[src/rtl/div_unit.sv]
// Multi-cycle restoring divider for DIV/DIVU with annul; result is {remainder, quotient}.
// Define DIV_DZ_FLAG_EN to add the dz_o divide-by-zero flag.
module div_unit #(
  parameter int WIDTH = 32
) (
  input  logic               clk,
  input  logic               rst,
  input  logic               signed_div_i,
  input  logic [WIDTH-1:0]   opdata1_i,
  input  logic [WIDTH-1:0]   opdata2_i,
  input  logic               start_i,
  input  logic               annul_i,
  output logic [2*WIDTH-1:0] result_o,
  output logic               ready_o,
  output logic               busy_o
`ifdef DIV_DZ_FLAG_EN
  ,
  output logic               dz_o
`endif
);

  localparam int               CNT_W    = $clog2(WIDTH + 1);
  localparam logic [CNT_W-1:0] LAST_CNT = CNT_W'(WIDTH);
  localparam logic [CNT_W-1:0] CNT_ONE  = {{(CNT_W-1){1'b0}}, 1'b1};
  localparam logic [CNT_W-1:0] CNT_ZERO = {CNT_W{1'b0}};
  localparam logic [WIDTH-1:0] ONE_W    = {{(WIDTH-1){1'b0}}, 1'b1};
  localparam logic [WIDTH-1:0] ZERO_W   = {WIDTH{1'b0}};

  typedef enum logic [1:0] {IDLE = 2'd0, DIVIDE = 2'd1, DONE = 2'd2} state_t;

  state_t           state_r;
  logic [WIDTH-1:0] dvd_r;
  logic [WIDTH-1:0] dsr_r;
  logic [WIDTH:0]   rem_r;
  logic [CNT_W-1:0] cnt_r;
  logic             q_neg_r;
  logic             r_neg_r;
  logic             zero_pend_r;

  logic             sign1_s;
  logic             sign2_s;
  logic [WIDTH-1:0] mag1_s;
  logic [WIDTH-1:0] mag2_s;
  logic [WIDTH+1:0] shifted_s;
  logic [WIDTH+1:0] trial_s;
  logic [WIDTH-1:0] quot_s;
  logic [WIDTH-1:0] rem_fix_s;
  logic             accept_s;
  logic             go_idle_s;

  // Operand magnitudes, one restoring trial step and final sign correction.
  always_comb begin
    sign1_s   = signed_div_i & opdata1_i[WIDTH-1];
    sign2_s   = signed_div_i & opdata2_i[WIDTH-1];
    mag1_s    = sign1_s ? (~opdata1_i + ONE_W) : opdata1_i;
    mag2_s    = sign2_s ? (~opdata2_i + ONE_W) : opdata2_i;
    shifted_s = {rem_r, dvd_r[WIDTH-1]};
    trial_s   = shifted_s - {2'b00, dsr_r};
    quot_s    = q_neg_r ? (~dvd_r + ONE_W) : dvd_r;
    rem_fix_s = r_neg_r ? (~rem_r[WIDTH-1:0] + ONE_W) : rem_r[WIDTH-1:0];
    accept_s  = start_i & ~annul_i;
    go_idle_s = ~start_i | annul_i;
  end

  // Control FSM; the quotient bits shift into dvd_r as the dividend bits shift out.
  always_ff @(posedge clk) begin
    if (rst) begin
      state_r     <= IDLE;
      dvd_r       <= ZERO_W;
      dsr_r       <= ZERO_W;
      rem_r       <= {(WIDTH+1){1'b0}};
      cnt_r       <= CNT_ZERO;
      q_neg_r     <= 1'b0;
      r_neg_r     <= 1'b0;
      zero_pend_r <= 1'b0;
      result_o    <= {(2*WIDTH){1'b0}};
      ready_o     <= 1'b0;
      busy_o      <= 1'b0;
    end else begin
      case (state_r)
        IDLE: begin
          // A zero divisor spends one cycle pending so DONE lands on the edge after the request.
          if (zero_pend_r) begin
            zero_pend_r <= 1'b0;
            if (!annul_i) begin
              result_o <= {(2*WIDTH){1'b0}};
              ready_o  <= 1'b1;
              state_r  <= DONE;
            end
          end else if (accept_s) begin
            if (opdata2_i != ZERO_W) begin
              dvd_r   <= mag1_s;
              dsr_r   <= mag2_s;
              rem_r   <= {(WIDTH+1){1'b0}};
              cnt_r   <= CNT_ZERO;
              q_neg_r <= sign1_s ^ sign2_s;
              r_neg_r <= sign1_s;
              busy_o  <= 1'b1;
              state_r <= DIVIDE;
            end else begin
              zero_pend_r <= 1'b1;
            end
          end
        end
        DIVIDE: begin
          if (annul_i) begin
            busy_o  <= 1'b0;
            state_r <= IDLE;
          end else if (cnt_r == LAST_CNT) begin
            result_o <= {rem_fix_s, quot_s};
            ready_o  <= 1'b1;
            busy_o   <= 1'b0;
            state_r  <= DONE;
          end else begin
            if (!trial_s[WIDTH+1]) begin
              rem_r <= trial_s[WIDTH:0];
              dvd_r <= {dvd_r[WIDTH-2:0], 1'b1};
            end else begin
              rem_r <= shifted_s[WIDTH:0];
              dvd_r <= {dvd_r[WIDTH-2:0], 1'b0};
            end
            cnt_r <= cnt_r + CNT_ONE;
          end
        end
        DONE: begin
          if (go_idle_s) begin
            result_o <= {(2*WIDTH){1'b0}};
            ready_o  <= 1'b0;
            state_r  <= IDLE;
          end
        end
        default: begin
          result_o    <= {(2*WIDTH){1'b0}};
          ready_o     <= 1'b0;
          busy_o      <= 1'b0;
          zero_pend_r <= 1'b0;
          state_r     <= IDLE;
        end
      endcase
    end
  end

`ifdef DIV_DZ_FLAG_EN
  // Divide-by-zero flag rises with ready_o on the zero-divisor path and falls with it.
  always_ff @(posedge clk) begin
    if (rst) begin
      dz_o <= 1'b0;
    end else if (state_r == IDLE && zero_pend_r && !annul_i) begin
      dz_o <= 1'b1;
    end else if (state_r == DONE && go_idle_s) begin
      dz_o <= 1'b0;
    end else begin
      dz_o <= dz_o;
    end
  end
`endif

endmodule

[config.mk]
export PLATFORM = sky130hd
export DESIGN_NAME = div_unit
export DESIGN_NICKNAME = d
export VERILOG_FILES = /design/src/rtl/div_unit.sv
export SDC_FILE = /design/constraint.sdc
export NUM_CORES = 1
export LEC_CHECK = 0
export BUFFER_PORTS_ARGS = -buffer_cell sky130_fd_sc_hd__buf_2
export CAP_MARGIN = 5
export CORE_MARGIN = 2
export CORE_UTILIZATION = 52
export DETAILED_ROUTE_END_ITERATION = 10
export PLACE_DENSITY = 0.76
export SLEW_MARGIN = 20
export SYNTH_ARGS = -nofsm -noshare
export SYNTH_HDL_FRONTEND = slang
export SYNTH_SLANG_ARGS = --single-unit
[constraint.sdc]
create_clock -name clk -period 4.2 [get_ports clk]
set_input_delay 1.05 -clock clk [delete_from_list [all_inputs] [get_ports clk]]
set_output_delay 1.05 -clock clk [all_outputs]
set_load 0.005 [all_outputs]
==> impl_metrics.py <==
metrics = {
    "logic_synthesis": {
        "yosysUniqueCellTypes": 71,
        "synthCells": 1474,
        "ys_ff_latch": 174,
        "synth-main-ff-cell": "dfxtp_1",
        "synth_common_cells": "204 x nand2_1, 174 x dfxtp_1, 140 x nor2_1, 97 x a21oi_1, 85 x o21ai_0",
        "synth_warnings": 0,
        "avgSynthCellArea_um2": 7.55,
        "yosysMostFrequentCell": "nand2_1",
        "async_flop_share_pct": 0,
        "synth_seq_area_share_pct": 31.3,
        "synth.net_count": 1585,
        "synth-edff-count": 0,
        "synth_largest_area_cell": "dfxtp_1",
        "synth_top_area_share_pct": 31.3,
        "syn_area_um2": 11100,
        "synth.area.top_cells": "dfxtp_1 31%, nand2_1 6.9%, xnor2_1 6.5%, xor2_1 5.0%, nor2_1 4.7%",
    },
    "routing": {
        "drt-total-wl_um": 30300,
        "vias": 10800,
        "drt_first_pass_iters": 5,
        "ant_nets": 0,
        "routed_via_density": 5.85,
        "drt-initial-drc-count": 1045,
        "drc": 0,
        "routedWlPerCell_um": 16.5,
    },
    "sta": {
        "finalSetupViolations": 0,
        "fin_crit_sh_pct": 85.4,
        "rsz0062_at_grt": "no",
        "worstMarginPinSlew_ns": 0.952,
        "fin_skew_ns": 0.0105,
        "fmax_mhz": 279,
        "min_period_ns": 3.59,
        "slew_headroom_pct": 36.6,
        "tns_ns": 0,
        "holdWs_ns": 0.448,
        "drv_slew": 0,
        "hold_viol": 0,
        "fin_ws_ns": 0.614,
    },
    "grt": {
        "met2_usage_pct": 36.9,
        "grt-ovfl-total": 0,
        "use_met1_pct": 42.1,
        "grt_pass1_vias": 9345,
        "busiest_layer": "met1",
        "track_usage_pct": 26.6,
        "antenna_found_initial": 0,
        "grt_max_degree": 73,
        "grt_pass1_wl_um": 48500,
        "use_met3_pct": 4.18,
    },
    "placement": {
        "io_buffers": 134,
        "dp_slack_ns": 0.120,
        "dp.cells": 1808,
        "gp_congestion": 0.901,
        "postPlaceCellArea_um2": 12000,
        "dpl.hpwl_um": 22700,
    },
    "cts": {
        "holdBufCountCts": 0,
        "cts_tree": "done",
        "cts-root-buf": "clkbuf_16",
        "cts_made_buffers": 17,
        "clock_latency_ns": 0.43,
        "cts_sinks": 174,
        "cts_resized": 0,
        "cts_setup_buffers": 0,
        "clkSlewWorstSetupHoldPaths_ns": 0.06,
        "htreeDepth": 4,
        "cts_buffer_depth": 2,
    },
    "worst_setup_path": {
        "critPathRequiredTime_ns": 4.55,
        "arrival_ns": 3.94,
        "cp-end-kind": "flip-flop",
        "worst_r2r_path_depth": 11,
        "r2r-start": "rem_r[17]",
        "crit_fanout": 18,
        "startpoint": "rem_r[17]",
        "r2r_end": "rem_r[18]",
        "crit_type": "reg2reg",
        "critPathLaunchType": "flip-flop",
        "r2r_slack_ns": 0.61,
    },
    "layout": {
        "final_cell_area_um2": 12600,
        "n_antenna_cell": 0,
        "utilization_pct": 59.9,
        "fin_cells": 1840,
        "fillers": 1914,
        "area.growth.synth_to_final_pct": 13.1,
        "multi_input_area_um2": 7090,
        "fin_nets": 1663,
        "drive_gt1_share_pct": 13.5,
        "seqCellArea_um2": 3480,
    },
    "floorplan": {
        "rows": 53,
        "die_w_um": 150,
        "start_util_pct": 52.9,
        "core_um2": 21000,
        "dieHeight_um": 150,
        "ios": 135,
        "dieArea_um2": 22600,
    },
    "hold_path": {
        "hold_start": "result_o[28]",
        "hold_path_depth": 2,
        "holdPathEnd": "result_o[28]",
        "hp-class": "reg2reg",
    },
    "pwr": {
        "leakagePower_nw": 5.18,
        "power_mw": 4.55,
        "powerDensity_nw_per_um2": 361,
        "peakVddDrop_mv": 0.280,
    },
    "status": {
        "outcome": "complete, no violations",
    },
    "run": {
        "max_cap_violations": 0,
    },
}
critical path: stages (launching register included):
cell and delay (ns):
dfxtp_1 0.51, ha_1 0.38, a21o_1 0.21, a211o_1 0.31, a211oi_1 0.36, and3b_1 0.25
nor3b_1 0.31, o211ai_1 0.18, nand2b_1 0.46, buf_4 0.34, a32oi_1 0.12, o21ai_0 0.09
registers in the layout, indices dropped and copies added (netlist names), 2 cells and up:
signal / cells
dsr_r: 32
dvd_r: 32
state_r: 2
result_o: 64
rem_r: 33
cnt_r: 6
area by class of cell:
type                            instances  share of cell area [%]
Sequential cell                       174                    27.7
Clock buffer                           20                    3.47
Clock inverter                         12                    1.29
Multi-Input combinational cell       1146                    56.4
Tap cell                              275                    2.73
Inverter                               61                    1.82
Timing Repair Buffer                  152                    6.62
logic make-up (layout without fill, tap and decap cells):
logic type / count (synthesis) / after routing / share of synthesized area [%]
buffers and inverters: 154 / 245 / 5.35
DFF: 174 / 174 / 31.3
adders and majority gates: 42 / 42 / 4.79
xor gates and xnor gates: 146 / 146 / 11.5
muxes: 1 / 1 / 0.0899
AOI/OAI and AO/OA: 394 / 394 / 23.4
and+or+nand+nor: 563 / 563 / 23.6
how the worst max path moves through the flow:
stage | slack [ns] | to
final | 0.61 | rem_r[18]
after global routing | 0.29 | rem_r[19]
after CTS | 0.53 | rem_r[32]
after detailed placement | 0.12 | rem_r[32]
after global placement | 0.21 | rem_r[32]
after floorplan | 0.62 | rem_r[22]
per-layer routing:
layer,wire (um),up-vias
met3,2210,33
met4,486,0
li1,-,5364
met1,15300,4968
met5,0,-
met2,12300,403
where the power goes:
group,switching [mW],internal [mW],total (mW)
combinational,0.705,0.408,1.11
sequential,0.0864,1.72,1.81
clock,0.684,0.943,1.63
total,1.47,3.07,4.55
cell usage in the layout, fill, tap and decap left out, types with 12 or more instances in the layout:
master,synthesis,final
nand2_1,204,204
dfxtp_1,174,173
nor2_1,140,138
buf_2,13,133
a21oi_1,97,97
o21ai_0,85,85
xnor2_1,82,82
nand3_1,79,79
xor2_1,64,64
inv_1,61,61
ha_1,41,41
a22oi_1,40,40
a211oi_1,33,33
nor3_1,28,28
o31ai_1,23,23
or3_1,19,19
clkbuf_16,0,17
buf_4,0,17
o211ai_1,16,16
a31oi_1,13,13
a21o_1,13,13
nor4_1,12,12
No activity file was read; power rests on OpenSTA's default activity.
